==> config.mk <==
export PLATFORM = sky130hd
export DESIGN_NAME = bus_activity_monitor
export DESIGN_NICKNAME = d
export VERILOG_FILES = /design/src/rtl/bus_activity_monitor.sv
export SDC_FILE = /design/constraint.sdc
export NUM_CORES = 1
export LEC_CHECK = 0
export CAP_MARGIN = 10
export CORE_MARGIN = 3
export CORE_UTILIZATION = 35
export CTS_BUF_LIST = sky130_fd_sc_hd__clkbuf_2 sky130_fd_sc_hd__clkbuf_4 sky130_fd_sc_hd__clkbuf_8
export CTS_CLUSTER_DIAMETER = 60
export DETAILED_ROUTE_END_ITERATION = 6
export PLACE_DENSITY = 0.71
export SYNTH_ARGS = -nofsm -noshare
export SYNTH_HDL_FRONTEND = slang
export SYNTH_SLANG_ARGS = --single-unit
==> constraint.sdc <==
create_clock -name clock -period 2.8 [get_ports clock]
set_clock_uncertainty 0.05 [all_clocks]
set_input_delay 0.28 -clock clock [delete_from_list [all_inputs] [get_ports clock]]
set_output_delay 0.28 -clock clock [all_outputs]
set_load 0.02 [all_outputs]
==> src/rtl/bus_activity_monitor.sv <==
// Bus handshake monitor: registered busIdle qualifier plus saturating bus statistics read/cleared via a CI slot.
// Optional grant-latency tracking (statistic 3) is enabled by defining BUS_MON_LATENCY_EN.
module bus_activity_monitor #(
  parameter logic [7:0] customId    = 8'h01,
  parameter int         nrOfMasters = 4,
  parameter int         cntWidth    = 32
) (
  input  logic                   clock,
  input  logic                   reset,
  input  logic [nrOfMasters-1:0] busRequests,
  input  logic [nrOfMasters-1:0] busGrants,
  input  logic                   beginTransaction,
  input  logic                   endTransaction,
  input  logic                   dataValid,
  input  logic                   busError,
  input  logic                   start,
  input  logic [7:0]             ciN,
  input  logic [31:0]            valueA,
  input  logic [31:0]            valueB,
  output logic                   busIdle,
  output logic                   done,
  output logic [31:0]            result
);

  typedef enum logic [1:0] {
    IDLE = 2'd0,
    ARB  = 2'd1,
    XFER = 2'd2
  } state_t;

  state_t state, state_next;

  logic ci_hit;
  logic clear;
  logic freeze_set;
  logic unfreeze_set;
  logic frozen;
  logic txn_inc;
  logic beat_inc;
  logic err_inc;

  logic [cntWidth-1:0] txn_cnt;
  logic [cntWidth-1:0] beat_cnt;
  logic [cntWidth-1:0] err_cnt;
  logic [cntWidth-1:0] lat_max;
  logic [cntWidth-1:0] stat_sel;

  logic unused_bits;
  assign unused_bits = ^{valueA[31:2], valueB[31:3]};

  function automatic logic [cntWidth-1:0] sat_inc(input logic [cntWidth-1:0] v);
    return (&v) ? v : v + 1'b1;
  endfunction

  always_ff @(posedge clock or posedge reset) begin
    if (reset) begin
      state   <= IDLE;
      busIdle <= 1'b1;
    end else begin
      state   <= state_next;
      busIdle <= (state_next == IDLE);
    end
  end

  // Begin+end in the same cycle outside XFER is a complete zero-length transaction.
  always_comb begin
    state_next = state;
    case (state)
      IDLE: begin
        if (beginTransaction)
          state_next = endTransaction ? IDLE : XFER;
        else if (|busRequests)
          state_next = ARB;
      end
      ARB: begin
        if (beginTransaction)
          state_next = endTransaction ? IDLE : XFER;
        else if (!(|busRequests) && !(|busGrants))
          state_next = IDLE;
      end
      XFER: begin
        if (endTransaction || busError)
          state_next = IDLE;
      end
      default: state_next = IDLE;
    endcase
  end

  assign ci_hit       = start && (ciN == customId);
  assign clear        = ci_hit && valueB[0];
  assign freeze_set   = ci_hit && valueB[1];
  assign unfreeze_set = ci_hit && valueB[2];

  assign txn_inc  = beginTransaction && (state != XFER);
  assign beat_inc = dataValid && (state == XFER);
  assign err_inc  = busError;

  always_ff @(posedge clock or posedge reset) begin
    if (reset)
      frozen <= 1'b0;
    else if (freeze_set)
      frozen <= 1'b1;
    else if (unfreeze_set)
      frozen <= 1'b0;
  end

  // Clear takes priority over both counting and freeze.
  always_ff @(posedge clock or posedge reset) begin
    if (reset) begin
      txn_cnt  <= '0;
      beat_cnt <= '0;
      err_cnt  <= '0;
    end else if (clear) begin
      txn_cnt  <= '0;
      beat_cnt <= '0;
      err_cnt  <= '0;
    end else if (!frozen) begin
      if (txn_inc)
        txn_cnt <= sat_inc(txn_cnt);
      if (beat_inc)
        beat_cnt <= sat_inc(beat_cnt);
      if (err_inc)
        err_cnt <= sat_inc(err_cnt);
    end
  end

`ifdef BUS_MON_LATENCY_EN
  logic [cntWidth-1:0] wait_cnt;
  logic [cntWidth-1:0] wait_now;

  // wait_now counts the current ARB cycle too, so a request-to-begin gap of N cycles records N.
  assign wait_now = sat_inc(wait_cnt);

  always_ff @(posedge clock or posedge reset) begin
    if (reset) begin
      wait_cnt <= '0;
      lat_max  <= '0;
    end else if (clear) begin
      wait_cnt <= '0;
      lat_max  <= '0;
    end else begin
      if (state == ARB)
        wait_cnt <= wait_now;
      else
        wait_cnt <= '0;
      if (!frozen && (state == ARB) && (state_next == XFER) && (wait_now > lat_max))
        lat_max <= wait_now;
    end
  end
`else
  assign lat_max = '0;
`endif

  always_comb begin
    stat_sel = '0;
    case (valueA[1:0])
      2'd0: stat_sel = txn_cnt;
      2'd1: stat_sel = beat_cnt;
      2'd2: stat_sel = err_cnt;
      2'd3: stat_sel = lat_max;
      default: stat_sel = '0;
    endcase
  end

  assign done   = ci_hit;
  assign result = ci_hit ? 32'(stat_sel) : 32'd0;

endmodule

# Yosys cells after proc, flatten, opt, wreduce, memory -nomap -nowiden
# Cells that the tools add are included.
[totals]
ff_bits = 100
latch_bits = 0
ram_bits = 0
romBits = 0
in_bits = 87
output_inout_bits = 34
elab_cells = 68
mem_count = 0
[op_classes]
add_sub_neg = 3
mul = 0
div_mod_pow = 0
magnitude_cmp = 0
eq_ne = 11
shifts = 0
mux = 23
n_bitwise = 0
reduce_logical = 25
[op_table]
columns = ["operator", "n"]
rows = [
  ["32-bit two-way mux", 13],
  ["32-bit one-hot mux with 4 select lines", 1],
  ["32-bit by 1-bit adder with 32-bit output, second input constant", 3],
  ["32-bit AND reduction", 3],
  ["2-bit two-way mux", 6],
  ["2-bit inequality test, second input constant", 5],
  ["3-bit AND reduction", 3],
  ["8-bit by 1-bit == test with 1-bit output, second input constant", 1],
  ["2-bit nonzero test", 4],
  ["4-bit OR reduction", 2],
  ["1-bit logical AND", 7],
  ["2-bit == test, second input constant", 3],
  ["2-bit zero test", 3],
  ["2-bit one-hot mux with 3 select lines", 1],
  ["2-bit by 1-bit == test with 1-bit output, second input constant", 2],
  ["1-bit zero test", 2],
  ["1-bit two-way mux", 2],
  ["1-bit logical OR", 1],
]

# Logic depth before layout (Yosys ltp)
# Gate-level depths: netlist of run 1.
[logic_depth]
depth_word = 7
depth_mapped = 8
ltp_nobuf = 6

# Worst setup path after synthesis of run 1
# OpenSTA, ideal clock, no wires.
[synth_path]
path_kind = "register to register"
from = "reg beat_cnt[11]"
to = "reg beat_cnt[31]"
setup_ns = 0.077
arrival_time_ns = 2.101
t_required_ns = 2.673
path_slack_ns = 0.571
path_stages_with_launch = 6
n_path_buf = 0
period_less_slack_ns = 2.229
cell_sequence = "dfrtp_1 nand4_4 or4_4 or4_4 or4_1 a21oi_1"
[synth_via]
elab_chain_cells = 5
word_cells_on_any_way = 8
classes_between = "add/sub: 1; eq/ne: 1; mux: 4; reduce/logical: 2"
[synth_rtl]
columns = ["element", "line", "source"]
rows = [
  ["start: declaration", "43", "logic [cntWidth-1:0] beat_cnt;"],
  ["start signal: assignment", "121", "beat_cnt <= sat_inc(beat_cnt);"],
  ["32-bit by 1-bit adder with 32-bit output", "52", "return (&v) ? v : v + 1'b1;"],
  ["32-bit two-way mux", "52", ""],
  ["32-bit two-way mux", "120", "if (beat_inc)"],
  ["32-bit two-way mux", "117", "end else if (!frozen) begin"],
  ["32-bit two-way mux", "113", "end else if (clear) begin"],
]
# Several ways; a longest one is shown, not always the timed one. The select of a mux whose other input is x is not followed.
# A chain may end at the register's enable or synchronous reset.

# Worst setup path in the final report of run 1
[layout_path]
from = "reg txn_cnt[20]"
to = "reg txn_cnt[22]"
[layout_via]
elab_chain_cells = 5
word_cells_on_any_way = 8
classes_between = "add/sub: 1; eq/ne: 1; mux: 4; reduce/logical: 2"
[layout_rtl]
columns = ["element", "line", "source"]
rows = [
  ["start: declaration", "42", "logic [cntWidth-1:0] txn_cnt;"],
  ["start signal: assignment", "119", "txn_cnt <= sat_inc(txn_cnt);"],
  ["32-bit by 1-bit adder with 32-bit output", "52", ""],
  ["32-bit two-way mux", "52", ""],
  ["32-bit two-way mux", "118", "if (txn_inc)"],
  ["32-bit two-way mux", "117", ""],
  ["32-bit two-way mux", "113", ""],
]
# Several ways; a longest one is shown, not always the timed one. The select of a mux whose other input is x is not followed.

==> results of run 1 <==
metrics by stage:
step	std cells	hold WS, ns	setup WS [ns]	util (%)	instance area, um^2
after global routing	1051	0.118	0.110	43.5	7630
after detailed placement	1035	0.493	0.211	42.3	7410
after global placement	1035	0.486	0.278	42.3	7410
after CTS	1051	0.0982	0.256	43.5	7630
final	1051	0.108	0.270	43.5	7630
after floorplan	760	0.308	0.571	-	6380
cell usage after synthesis (all sizes together), types with 2 or more instances:
master   instances
dfrtp           99
nor2            99
a21oi           92
nand2           52
mux2i           43
o21ai           43
or3             40
clkbuf          33
nand3           32
nand4           32
or4             23
o31ai           19
and4            16
nand2b          13
and3            11
nor3            11
nor4            10
xor2            10
and2             9
buf              9
inv              9
xnor2            9
o311ai           5
o211ai           4
o41ai            4
a2111oi          3
ha               3
nor2b            3
or4b             3
a211oi           2
nor4b            2
o2111ai          2
o21a             2
cell type report:
class	count	area [um^2]	area share, %
Clock buffer	12	153	2.00
Tap cell	225	282	3.69
Inverter	9	37.5	0.492
Multi-Input combinational cell	609	3690	48.3
Sequential cell	100	2500	32.8
Clock inverter	4	72.6	0.951
Timing Repair Buffer	92	901	11.8
metal layers:
layer / up-vias / wire, um / track usage, %
met5: - / 0 / 0
met4: 0 / 267 / 5.51
met3: 24 / 1140 / 3.22
met2: 155 / 8230 / 28.3
met1: 2957 / 8130 / 25.6
li1: 2954 / - / -
critical path: stages (launching register included):
cell      delay, ns
dfrtp_1        0.47
and4_1         0.24
and4_1         0.25
a2111o_1       0.63
or4b_2         0.67
a21oi_1        0.16
cell families (layout without fill, tap and decap cells):
group / after synthesis / in the layout / synth area share [%]
and+or+nand+nor: 363 / 363 / 31.2
AOI/OAI and AO/OA: 181 / 181 / 16.5
xor gates and xnor gates: 19 / 19 / 2.61
adders and majority gates: 3 / 3 / 0.589
muxes: 43 / 43 / 6.75
buffers and inverters: 51 / 117 / 3.12
DFF: 100 / 100 / 39.3
how the worst min path moves through the flow:
stage,from,end,slack (ns),depth (start not counted)
floorplan,endTransaction,state[1],0.31,1
global placement,state[1],state[0],0.49,1
detailed placement,state[1],state[0],0.49,1
CTS,reset,err_cnt[8],0.1,2
global route,reset,err_cnt[4],0.12,2
finish,reset,err_cnt[8],0.11,2
flip-flops by register name, summed over array words and instances (netlist names):
| signal | count |
|---|---|
| err_cnt | 32 |
| busIdle | 1 |
| state | 2 |
| txn_cnt | 32 |
| beat_cnt | 32 |
| frozen | 1 |
cells in the final DEF (no fill, tap or decap), drive strengths merged, types with 2 or more instances in the layout:
cell type,n
nor2b,3
clkbuf,12
xnor2,9
xor2,10
and4,16
nor2,99
nand4,32
dfrtp,99
or4,23
a21oi,92
a2111oi,3
buf,32
o31ai,19
nor4,10
clkinvlp,2
o21a,2
bufinv,2
and3,11
ha,3
o2111ai,2
o41ai,4
nand2,52
clkdlybuf4s50,60
or4b,3
nand3,32
and2,9
a211oi,2
nand2b,13
nor3,11
o21ai,43
nor4b,2
mux2i,43
inv,8
o211ai,4
or3,40
o311ai,5
where the power goes:
group | internal [mW] | switching, mW
Sequential | 1.55 | 0.160
Combinational | 0.206 | 0.236
Clock | 0.547 | 0.519
Total | 2.30 | 0.915
==> summary.txt, run 1 <==
Floorplan
  • Placement Rows: 48
  • Die width: ~140 um
  • Io pins: 121
  • Die Ht: roughly 140 um
  • Die area: slightly below 20000 um^2
  • Placeable Area: 17500 um^2
  • Starting Density: between 30% and 40%

Clock network
  • Clock sink count: 100
  • Total clock buffers created by CTS: 9
  • CTS root buf: clkbuf_8
  • Clk slew on worst S/H paths: ~0.10 ns
  • # hold bufs at CTS: 0
  • CTS tree: done
  • Clock buffer depth: 2
  • Total setup buffers inserted after CTS: 0
  • # H-tree levels: 3
  • Worst-Skew Late Latency: 0.39 ns
  • Post_cts resized: 0

Critical path
  • Worst Setup Path Type: register to register
  • R2r setup slk: 0.27 ns
  • Worst R2R Start: txn_cnt[20]
  • Crit. End Element: register
  • Critical Path RT: a little over 3 ns
  • Worst Setup SP: txn_cnt[20]
  • R2R Path End: txn_cnt[22]
  • Crit path arrival time: about 2.8 ns
  • Max FO, Critical Path: 16
  • Reg2Reg Depth: 5
  • CP startpoint kind: register
  • Worst setup endpoint: txn_cnt[22]

Job
  • # Max-Cap Violations: 0

Placement
  • DP HPWL: about 13000 um
  • RePlAce Congestion: a little over 0.9
  • PortBufs: between 60 and 70

STA
  • Final Max Slew Viols: 0
  • Final hold violations: 0
  • Highest Clock Rate: 395 MHz
  • Period utilization: around nine tenths
  • Setup TNS: 0 ns
  • Max-slew headroom: between 30% and 40%
  • RSZ-0062 raised after global routing: false
  • Period minus WS final: roughly 2.5 ns
  • Worst-Margin Slew: roughly 0.91 ns
  • Final setup viols: 0

Finish
  • Filler cell count: about 1800
  • Area growth from synthesis to final layout: 19.7%
  • Share of layout cells above drive strength 1: 7.87%
  • Diodes inserted: 0
  • Nets: roughly 910

Power and ir drop
  • Worst VDD drop: roughly 0.00025 V
  • Total design power: about 3.2 mW
  • Static leakage: roughly 3.0 nW
  • Pwr Density: ~420 nW/um^2

Routing
  • DR vias/cell: slightly below 6
  • DR vias: 6090
  • DRC errors left: 0
  • Drt first pass iters: 5
  • Routed WL: roughly 18000 um
  • Post-DRT Antenna Nets: 0
  • Initial DRC Count: between 500 and 600
  • DR WL/cell: between 15 and 20 um

Yosys
  • Number of synthesized flops with an enable pin: 0
  • Yosys warns: 0
  • Most area-hungry cell type in the Yosys netlist: dfrtp_1
  • Ranking of synthesized cells by area: dfrtp_1 39%, a21oi_1 7.2%, mux2i_1 6.8%
  • Net Count, Synth: 850
  • Post-synth design cell area: 6380 um^2
  • Area share of the largest cell type after synthesis: around two fifths
  • Synthesis-stage register bit count: 100
  • Dominant synthesized flop cell: dfrtp_1
  • Avg Inst Size Synth: between 8 and 9 um^2
  • Post-synthesis sequential area ratio: around 39%
  • Synthesized instance count: 760
  • Ys async rst share: 100%
  • Synth unique cells: 55

Global route
  • Initial antenna violation count: 0
  • Largest net degree at the start of global routing: 44
  • Total global-route track usage: 18.1%
  • Vias in the first global route: about 5700
  • GRT Residual Overflow: 0
  • Global-route wire length before repair: around 30000 um

Min path
  • Worst hold path type: input pin to asynchronous set/reset pin

Run status
  • Status: complete, no violations
Power figures use the tool's default switching activity.
==> inputs of run 2 (changes only) <==
--- a/config.mk
+++ b/config.mk
@@ -12,6 +12,7 @@
 export CTS_CLUSTER_DIAMETER = 60
 export DETAILED_ROUTE_END_ITERATION = 6
 export PLACE_DENSITY = 0.71
+export SKIP_CTS_REPAIR_TIMING = 1
 export SYNTH_ARGS = -nofsm -noshare
 export SYNTH_HDL_FRONTEND = slang
 export SYNTH_SLANG_ARGS = --single-unit
==> results of run 2 <==
Same layout as run 1: the final DEF is identical, and so are final timing and power.
